[src/rtl/vedic_mult_pipe_if.sv]
// ----------------------------------------------------------------
// vedic_mult_pipe_if: operand/result stream bundle for vedic_mult_pipe
// Rev 1.0
// ----------------------------------------------------------------
`default_nettype none

interface vedic_mult_pipe_if #(
  parameter int WIDTH = 16,
  parameter int TAG_W = 4
);
  logic                 in_valid;
  logic                 in_ready;
  logic [WIDTH-1:0]     in_a;
  logic [WIDTH-1:0]     in_b;
  logic                 in_signed;
  logic [TAG_W-1:0]     in_tag;
  logic                 out_valid;
  logic                 out_ready;
  logic [2*WIDTH-1:0]   out_p;
  logic [TAG_W-1:0]     out_tag;

  modport master (
    output in_valid, in_a, in_b, in_signed, in_tag, out_ready,
    input  in_ready, out_valid, out_p, out_tag
  );

  modport slave (
    input  in_valid, in_a, in_b, in_signed, in_tag, out_ready,
    output in_ready, out_valid, out_p, out_tag
  );
endinterface

`default_nettype wire

[src/rtl/vedic_mult_pipe.sv]
// ----------------------------------------------------------------
// vedic_mult_pipe: pipelined recursive Urdhva-Tiryagbhyam multiplier
// Rev 1.0
// ----------------------------------------------------------------
`default_nettype none

module vedic_mult_pipe #(
  parameter int WIDTH = 16,
  parameter int TAG_W = 4
) (
  input  logic             clk,
  input  logic             rst_n,
  vedic_mult_pipe_if.slave bus
);
  localparam int LAT = $clog2(WIDTH);

  logic               advance;
  logic [LAT:1]       vld_q;
  logic [LAT-1:1]     neg_q;
  logic [TAG_W-1:0]   tag_q [1:LAT];
  logic [WIDTH-1:0]   mag_a_d, mag_b_d, mag_a_q, mag_b_q;
  logic               neg_d;

  assign advance       = !vld_q[LAT] || bus.out_ready;
  assign bus.in_ready  = advance;
  assign bus.out_valid = vld_q[LAT];
  assign bus.out_tag   = tag_q[LAT];

  // The most negative operand maps to 2^(WIDTH-1), which still fits unsigned.
  always_comb begin
    mag_a_d = bus.in_a;
    mag_b_d = bus.in_b;
    if (bus.in_signed && bus.in_a[WIDTH-1]) mag_a_d = -bus.in_a;
    if (bus.in_signed && bus.in_b[WIDTH-1]) mag_b_d = -bus.in_b;
    neg_d = bus.in_signed && (bus.in_a[WIDTH-1] ^ bus.in_b[WIDTH-1]);
  end

  always_ff @(posedge clk or negedge rst_n) begin
    if (!rst_n) begin
      vld_q   <= '0;
      neg_q   <= '0;
      mag_a_q <= '0;
      mag_b_q <= '0;
      for (int k = 1; k <= LAT; k++) tag_q[k] <= '0;
    end else if (advance) begin
      vld_q <= {vld_q[LAT-1:1], bus.in_valid};
      if (bus.in_valid) begin
        mag_a_q  <= mag_a_d;
        mag_b_q  <= mag_b_d;
        neg_q[1] <= neg_d;
        tag_q[1] <= bus.in_tag;
      end
      for (int k = 2; k <= LAT; k++)
        if (vld_q[k-1]) tag_q[k] <= tag_q[k-1];
      for (int k = 2; k <= LAT - 1; k++)
        if (vld_q[k-1]) neg_q[k] <= neg_q[k-1];
    end
  end

  // Level e holds all (WIDTH/2^e)^2 sub-products of 2^e-bit operand chunks,
  // packed as index (i*N + j) for a-chunk i and b-chunk j.
  for (genvar e = 1; e <= LAT; e++) begin : g_lvl
    localparam int S   = 1 << e;
    localparam int N   = WIDTH / S;
    localparam int PW  = 2 * S;
    localparam int TOT = N * N * PW;

    logic [TOT-1:0] pp_d;
    logic [TOT-1:0] pp_out;

    if (e == 1) begin : g_leaf
      for (genvar i = 0; i < N; i++) begin : g_i
        for (genvar j = 0; j < N; j++) begin : g_j
          logic a0, a1, b0, b1, t1, t2, c1, hh;
          assign a0 = mag_a_q[2*i];
          assign a1 = mag_a_q[2*i+1];
          assign b0 = mag_b_q[2*j];
          assign b1 = mag_b_q[2*j+1];
          assign t1 = a1 & b0;
          assign t2 = a0 & b1;
          assign c1 = t1 & t2;
          assign hh = a1 & b1;
          assign pp_d[(i*N+j)*PW +: PW] = {hh & c1, hh ^ c1, t1 ^ t2, a0 & b0};
        end
      end
      assign pp_out = pp_d;
    end else begin : g_comb
      localparam int NP = 2 * N;
      for (genvar i = 0; i < N; i++) begin : g_i
        for (genvar j = 0; j < N; j++) begin : g_j
          logic [S-1:0] hh, hl, lh, ll;
          assign hh = g_lvl[e-1].pp_out[((2*i+1)*NP + 2*j+1)*S +: S];
          assign hl = g_lvl[e-1].pp_out[((2*i+1)*NP + 2*j  )*S +: S];
          assign lh = g_lvl[e-1].pp_out[((2*i  )*NP + 2*j+1)*S +: S];
          assign ll = g_lvl[e-1].pp_out[((2*i  )*NP + 2*j  )*S +: S];
          assign pp_d[(i*N+j)*PW +: PW] =
              {hh, ll} + ((PW'(hl) + PW'(lh)) << (S/2));
        end
      end

      logic [TOT-1:0] pp_q;
      if (e < LAT) begin : g_reg
        always_ff @(posedge clk or negedge rst_n) begin
          if (!rst_n)                      pp_q <= '0;
          else if (advance && vld_q[e-1])  pp_q <= pp_d;
        end
      end else begin : g_fin
        always_ff @(posedge clk or negedge rst_n) begin
          if (!rst_n)                      pp_q <= '0;
          else if (advance && vld_q[e-1])  pp_q <= neg_q[e-1] ? -pp_d : pp_d;
        end
      end
      assign pp_out = pp_q;
    end
  end

  assign bus.out_p = g_lvl[LAT].pp_out;
endmodule

`default_nettype wire

[src/flat_wrapper.sv]
// flat-port wrapper written by rule: the top's interface ports become plain ports
module vedic_mult_pipe_flat 
#(
  parameter int WIDTH = 16,
  parameter int TAG_W = 4
)
  (clk, rst_n, bus_in_valid, bus_in_a, bus_in_b, bus_in_signed, bus_in_tag, bus_out_ready, bus_in_ready, bus_out_valid, bus_out_p, bus_out_tag);
  vedic_mult_pipe_if #(.WIDTH(WIDTH), .TAG_W(TAG_W)) bus_i ();
  input  logic clk;
  input  logic rst_n;
  input wire logic [$bits(bus_i.in_valid)-1:0] bus_in_valid;
  input wire logic [$bits(bus_i.in_a)-1:0] bus_in_a;
  input wire logic [$bits(bus_i.in_b)-1:0] bus_in_b;
  input wire logic [$bits(bus_i.in_signed)-1:0] bus_in_signed;
  input wire logic [$bits(bus_i.in_tag)-1:0] bus_in_tag;
  input wire logic [$bits(bus_i.out_ready)-1:0] bus_out_ready;
  output wire logic [$bits(bus_i.in_ready)-1:0] bus_in_ready;
  output wire logic [$bits(bus_i.out_valid)-1:0] bus_out_valid;
  output wire logic [$bits(bus_i.out_p)-1:0] bus_out_p;
  output wire logic [$bits(bus_i.out_tag)-1:0] bus_out_tag;
  assign bus_i.in_valid = bus_in_valid;
  assign bus_i.in_a = bus_in_a;
  assign bus_i.in_b = bus_in_b;
  assign bus_i.in_signed = bus_in_signed;
  assign bus_i.in_tag = bus_in_tag;
  assign bus_i.out_ready = bus_out_ready;
  assign bus_in_ready = bus_i.in_ready;
  assign bus_out_valid = bus_i.out_valid;
  assign bus_out_p = bus_i.out_p;
  assign bus_out_tag = bus_i.out_tag;
  vedic_mult_pipe #(.WIDTH(WIDTH), .TAG_W(TAG_W)) u_core (.clk(clk), .rst_n(rst_n), .bus(bus_i));
endmodule
[config.mk]
export PLATFORM = sky130hd
export DESIGN_NAME = vedic_mult_pipe_flat
export DESIGN_NICKNAME = d
export VERILOG_FILES = /design/src/rtl/vedic_mult_pipe_if.sv /design/src/rtl/vedic_mult_pipe.sv /design/src/flat_wrapper.sv
export SDC_FILE = /design/constraint.sdc
export NUM_CORES = 1
export LEC_CHECK = 0
export BUFFER_PORTS_ARGS = -buffer_cell sky130_fd_sc_hd__buf_2
export CAP_MARGIN = 20
export CORE_AREA = 5 5 212 214
export CTS_BUF_LIST = sky130_fd_sc_hd__clkbuf_4
export CTS_CLUSTER_DIAMETER = 150
export CTS_CLUSTER_SIZE = 40
export DETAILED_ROUTE_END_ITERATION = 6
export DIE_AREA = 0 0 217 219
export HOLD_SLACK_MARGIN = 0.06
export PLACE_DENSITY = 0.72
export SYNTH_ARGS = -nofsm -noshare
export SYNTH_HDL_FRONTEND = slang
export SYNTH_SLANG_ARGS = --single-unit
[constraint.sdc]
create_clock -name clk -period 9.9 [get_ports clk]
set_input_delay 1.485 -clock clk [delete_from_list [all_inputs] [get_ports clk]]
set_output_delay 1.485 -clock clk [all_outputs]
set_load 0.02 [all_outputs]
---- After elaboration in Yosys (flattened, before gate mapping) ----
Cells that the tools add are included.
storage, ports and cells
  output and inout port bits .............. 38
  bits of input ports ..................... 41
  flip-flop bits (word level) ............. 279
cells by class
  $add $sub $neg .......................... 45
  multiplexer cells ....................... 3
  reduce and logical (&&, ||, !) cells .... 12
  bitwise gates (word level) .............. 513
operators with widths
  cell                 count
  $and A1 B1 Y1        384
  $xor A1 B1 Y1        129
  $add A8 B8 Y8        16
  $add A4 B4 Y5        16
  $add A16 B16 Y16     4
  $add A8 B8 Y9        4
  $add A32 B32 Y32     1
  $mux W16             2
  $mux W32             1
  $neg A16 Y16         2
  $neg A32 Y32         1
  $add A16 B16 Y17     1
  $reduce_and A2 Y1    4
  $logic_and A1 B1 Y1  6
  $logic_not A1 Y1     1
  $logic_or A1 B1 Y1   1

---- Longest topological paths before layout ----
  depth in word-level cells ............... 5
  mapped depth ............................ 23

---- Worst setup path before layout ----
No wires, ideal clock.
  path kind ............................... reg-to-reg
  start point ............................. reg u_core.g_lvl[3].g_comb.pp_q[16]
  end point ............................... reg u_core.g_lvl[4].g_comb.pp_q[31], in the netlist u_core.bus.out_p[31]
  data required time ...................... 9.767 ns
  data arrival time ....................... 4.822 ns
  period minus slack after synthesis ...... 4.955 ns
  setup time .............................. 0.133 ns
  cell stages (with the launch flop) ...... 24
  slack ................................... 4.945 ns
  cells stage by stage .................... dfrtp_1 ha_1 inv_1 fa_1 nor2b_1 o21ai_0 a21boi_0 o21ai_0 a21boi_0 o21a_1 nor2_1 xnor2_1 ha_1 buf_2 a21oi_1 o21ai_1 a31o_2 o311ai_2 a31oi_2 or2_2 a2111o_1 a2111oi_4 mux2i_1 o211ai_1
on the way
  cells in the longest elaborated chain, start to end .. 4
RTL lines
  element                 RTL line                source
  start, declared         vedic_mult_pipe.sv:101  logic [TOT-1:0] pp_q;
  start signal, assigned  vedic_mult_pipe.sv:105  else if (advance && vld_q[e-1]) pp_q <= pp_d;
  $add A16 B16 Y17 *      vedic_mult_pipe.sv:97   {hh, ll} + ((PW'(hl) + PW'(lh)) << (S/2));
  $add A32 B32 Y32 *      vedic_mult_pipe.sv:97
  $neg A32 Y32            vedic_mult_pipe.sv:110  else if (advance && vld_q[e-1]) pp_q <= neg_q[e-1] ? -pp_d : pp_d;
  $mux W32 *              vedic_mult_pipe.sv:110
  end signal, assigned    vedic_mult_pipe.sv:110
  end, declared           vedic_mult_pipe.sv:101
Every way passes the cells marked *; elsewhere a longest branch is shown, timed or not.
A chain may end at the register's enable or synchronous reset.

---- Worst setup path in the final report ----
Same ends and word-level chain as after synthesis.

==> results.md <==
Detailed routing:
- Dividing the detail-routed via count by the number of cells gives 5.64.
- The total wire length is 49.6 mm.
- The via count is 16800.
- Once detail routing completed, the nets flagged for antenna violations numbered 0.
- The detail-routed net length per standard cell is 16.6 microns.
- The final routed DRC violation total is 0.
- For this block, the initial DRC count from the detailed router was 779.
- The length of the first detailed-routing pass in iterations is 5.

Critical path:
- The data required time at the worst endpoint is 10.60 ns.
- The worst setup path is launched from a register.
- The endpoint of the most critical register-to-register path is u_core.bus.out_p[31].
- Setup slack on the worst reg-to-reg path comes out at 4.31 ns.
- The worst setup path is of the register to register kind.
- The maximum fanout along the worst path is 6.
- The worst setup path is captured at a register.
- The worst register-to-register path has a depth of 22.
- Data on the critical path arrives at its endpoint at 6.29 ns.
- In this run the critical register-to-register path is launched from u_core.g_lvl[3].g_comb.pp_q[16].

Die:
- During I/O placement, the number of pins put on the boundary was 79.
- In this run the core area contains 76 standard-cell rows.
- The starting density of the core is 54.6%.
- The core box area is 42700 sq um.
- The die outline height is 219 microns.
- The die outline area is 47500 sq um.
- In this run the horizontal extent of the chip is 217 microns.

Synth:
- The average instance in the mapped netlist occupies 9.56 sq um.
- By instance count, the leading cell after synthesis is sky130_fd_sc_hd__ha_1.
- Of the post-synthesis cell area, the dominant cell type holds 29.9%.
- The total number of yosys warnings is 0.
- The count of cell types in the netlist is 70.
- The share of async-settable or async-resettable flops after synthesis is 100%.
- Ranked by total cell area, the synthesized netlist is headed by sky130_fd_sc_hd__dfrtp_1 30%, sky130_fd_sc_hd__ha_1 20%, sky130_fd_sc_hd__and2_1 6.7%.
- The cell count after synthesis came out at 2440.
- By count the netlist is led by 379 x sky130_fd_sc_hd__ha_1, 279 x sky130_fd_sc_hd__dfrtp_1, 268 x sky130_fd_sc_hd__nand2_1, 248 x sky130_fd_sc_hd__and2_1, 207 x sky130_fd_sc_hd__o21ai_0.
- The synthesized design contains 279 register bits.
- Summed over all instances, the cell type with the most area after synthesis is sky130_fd_sc_hd__dfrtp_1.
- The area of the mapped netlist is 23300 sq um.
- The post-synthesis sequential area ratio is 29.9%.
- Counting flops with a built-in enable in the synthesized netlist gives 0.
- The synthesized netlist net count is 2902.
- Among all flip-flop cells after synthesis, the most frequent one is sky130_fd_sc_hd__dfrtp_1.

Power and ir drop:
- VDD sags by at most 177 uV.
- For this design the static power due to leakage is 13.1 nW.
- The cell area power density is 327 nW/um^2.

Final layout:
- After the last flow step, the layout net total stands at 2900.
- From synthesis to final layout, the design area changed by 3.63%.
- Counting the fill cells in the layout gives 3794.
- The non-filler instance count after layout is 2986.
- The share of cells above drive strength 1 is 8.29%.

STA:
- The part of the cycle the worst path needs is 56.4%.
- Derived from the worst setup path, the maximum achievable clock frequency is 179 MHz.
- The slew at the pin closest to its max-slew limit is 1.04 ns.
- The max-slew headroom at the worst pin is 30.6%.
- The clock skew after layout is 0.0752 ns.
- The final-report max-slew violation count is 0.
- Setup violations remaining at the end of the flow were counted as 0.
- The sum of negative setup slack is 0 ns.
- After layout, the minimum clock period comes to 5.59 ns.
- The number of endpoints with negative hold slack in the final report is 0.
- Setup repair after global routing left no endpoint under its margin.

Place:
- The congestion estimate from routability-driven global placement came to 0.892.
- The wire-length estimate of the detail-placed layout is 37.7 mm.
- The number of port buffers is 78.
- The placed cell count is 2971.

Global routing:
- The peak-usage layer in the global routing report is met2.
- Global routing used 30.3% of the available met1 tracks.
- In the global route stage, met2 resource usage came out at 35.9%.
- The first-pass GRT wire length is 84.9 mm.
- The fraction of met3 tracks used by global routing is 1.55%.
- The via count of the first global-routing pass is 17000.
- The global-route congestion overflow total is 0.
- The initial antenna violation count is 2.
- Entering global routing, the biggest net connects 173 pins.
- The overall routing resource usage is 21.3%.

CTS:
- Counting along the longest clock path gives a buffer depth of 3.
- In this run the post-CTS setup repair buffer count came out at 0.
- The number of hold-repair buffers added at the cts stage is 0.
- The count of cells resized by post-cts repair is 0.
- The total number of clock tree sinks is 279.
- TritonCTS created 10 clock buffers.
- The TritonCTS clock tree is yes.
- The clock slew seen by the registers of the worst setup and hold paths is 0.39 ns.
- The clock latency on the worst-skew pair is 0.78 ns.
- The H-tree depth is 1.
- The cell sitting at the root of the clock tree is a sky130_fd_sc_hd__clkbuf_4.

Min path:
- The min-delay analysis places its worst path in the category register to register.
- Counting instances, the worst hold path has a depth of 2.
- The path with the worst hold slack has its endpoint at u_core.bus.out_tag[0].
- In this run the most critical hold path is launched from u_core.tag_q[4].

Run:
- Across the run, the number of max-cap violations was 0.

Run status:
- The flow ran to the end, and the final reports show no timing, DRC or antenna violations.
cells in the final DEF (no fill, tap or decap), types with 8 or more instances in the layout:
master | synthesis | routed
sky130_fd_sc_hd__ha_1 | 379 | 379
sky130_fd_sc_hd__dfrtp_1 | 279 | 279
sky130_fd_sc_hd__nand2_1 | 268 | 264
sky130_fd_sc_hd__and2_1 | 248 | 248
sky130_fd_sc_hd__o21ai_0 | 207 | 207
sky130_fd_sc_hd__xnor2_1 | 141 | 141
sky130_fd_sc_hd__a21oi_1 | 131 | 131
sky130_fd_sc_hd__a21o_1 | 129 | 129
sky130_fd_sc_hd__xor2_1 | 97 | 97
sky130_fd_sc_hd__mux2_2 | 83 | 83
sky130_fd_sc_hd__buf_2 | 1 | 77
sky130_fd_sc_hd__inv_1 | 57 | 57
sky130_fd_sc_hd__nor2_1 | 56 | 56
sky130_fd_sc_hd__fa_1 | 42 | 42
sky130_fd_sc_hd__o21bai_1 | 33 | 33
sky130_fd_sc_hd__nand3_1 | 22 | 22
sky130_fd_sc_hd__nor3_1 | 15 | 15
sky130_fd_sc_hd__or3_1 | 14 | 14
sky130_fd_sc_hd__nor2b_1 | 13 | 13
sky130_fd_sc_hd__clkbuf_4 | 0 | 12
sky130_fd_sc_hd__nand2b_1 | 10 | 10
sky130_fd_sc_hd__o31ai_1 | 10 | 10
sky130_fd_sc_hd__a31oi_1 | 8 | 8
per-layer routing:
| layer | share of wire (%) | wire length [microns] | vias up |
|---|---|---|---|
| met4 | 2.4 | 1190 | 0 |
| met2 | 46 | 22700 | 239 |
| met5 | 0 | 0 | - |
| li1 | - | - | 8484 |
| met1 | 49 | 24200 | 8048 |
| met3 | 3.1 | 1560 | 58 |
how the worst max path moves through the flow:
stage	cells past startpoint	slack [ns]	end	startpoint
floorplan	23	4.95	u_core.bus.out_p[31]	u_core.g_lvl[3].g_comb.pp_q[16]
global placement	21	4.54	u_core.bus.out_p[30]	u_core.g_lvl[3].g_comb.pp_q[16]
detailed placement	21	4.43	u_core.bus.out_p[30]	u_core.g_lvl[3].g_comb.pp_q[16]
CTS	21	4.39	u_core.bus.out_p[30]	u_core.g_lvl[3].g_comb.pp_q[16]
global route	21	3.82	u_core.bus.out_p[30]	u_core.g_lvl[3].g_comb.pp_q[32]
finish	22	4.31	u_core.bus.out_p[31]	u_core.g_lvl[3].g_comb.pp_q[16]
layout make-up:
class                   instances  area [sq um]  area share, %
clock buffers                  12          90.1          0.373
flip-flops and latches        279          6980           28.9
diodes                          2          5.00         0.0207
repair buffers                 85           478           1.98
inverters                      57           214          0.886
multi-input cells            2005         15700           65.0
well taps                     546           683           2.83
cells by family (layout without fill, tap and decap cells):
logic type / count (synthesis) / in the layout / share of synthesized area, %
and+or+nand+nor: 685 / 685 / 15.0
AOI/OAI and AO/OA: 573 / 573 / 15.2
adders and majority gates: 421 / 421 / 23.9
DFF: 279 / 279 / 29.9
xor gates and xnor gates: 238 / 238 / 8.94
buffers and inverters: 156 / 154 / 2.76
muxes: 88 / 88 / 4.22
other: 0 / 2 / 0
registers in the layout, indices dropped and copies added (netlist names):
name                      cells
u_core.g_lvl.g_comb.pp_q    192
u_core.bus.out_p             32
u_core.mag_a_q               16
u_core.mag_b_q               16
u_core.tag_q                 12
u_core.bus.out_tag            4
u_core.vld_q                  4
u_core.neg_q                  3
power by group:
| part | switching, W | total [W] | leakage, nW | internal, W |
|---|---|---|---|---|
| logic | 0.00300 | 0.00535 | 9.45 | 0.00235 |
| registers | 0.000557 | 0.00216 | 3.55 | 0.00160 |
| clock network | 0.000334 | 0.000389 | 0.0552 | 0.0000552 |
| total | 0.00389 | 0.00790 | 13.1 | 0.00401 |
metrics by stage:
stage	utilization, %	cell area, sq um	power [W]	setup slack [ns]	hold WS, ns
after floorplan	-	23300	0.00624	4.95	0.433
after CTS	56.5	24100	0.00794	4.39	0.518
final	56.6	24200	0.00790	4.31	0.515
after detailed placement	56.3	24000	0.00751	4.43	0.456
after global placement	56.3	24000	0.00731	4.54	0.446
after global routing	56.6	24200	0.00873	3.82	0.533
worst max-delay path, cell delays in order, from the launching register on:
cell and delay [ns]:
sky130_fd_sc_hd__dfrtp_1 0.44, sky130_fd_sc_hd__ha_1 0.17, sky130_fd_sc_hd__inv_1 0.07, sky130_fd_sc_hd__fa_1 0.39, sky130_fd_sc_hd__nor2b_1 0.13, sky130_fd_sc_hd__o21ai_0 0.10
sky130_fd_sc_hd__a21boi_0 0.24, sky130_fd_sc_hd__o21ai_0 0.15, sky130_fd_sc_hd__a21boi_0 0.34, sky130_fd_sc_hd__o2111ai_1 0.19, sky130_fd_sc_hd__nand3b_1 0.13, sky130_fd_sc_hd__xor2_1 0.15
sky130_fd_sc_hd__ha_1 0.29, sky130_fd_sc_hd__and4_1 0.23, sky130_fd_sc_hd__o21ai_0 0.09, sky130_fd_sc_hd__a21oi_1 0.10, sky130_fd_sc_hd__o311ai_0 0.69, sky130_fd_sc_hd__a211o_1 0.35
sky130_fd_sc_hd__nand3_1 0.15, sky130_fd_sc_hd__a2111o_1 0.46, sky130_fd_sc_hd__a2111oi_4 0.38, sky130_fd_sc_hd__mux2i_1 0.22, sky130_fd_sc_hd__o211ai_1 0.10
No activity file was read; power rests on OpenSTA's default activity.
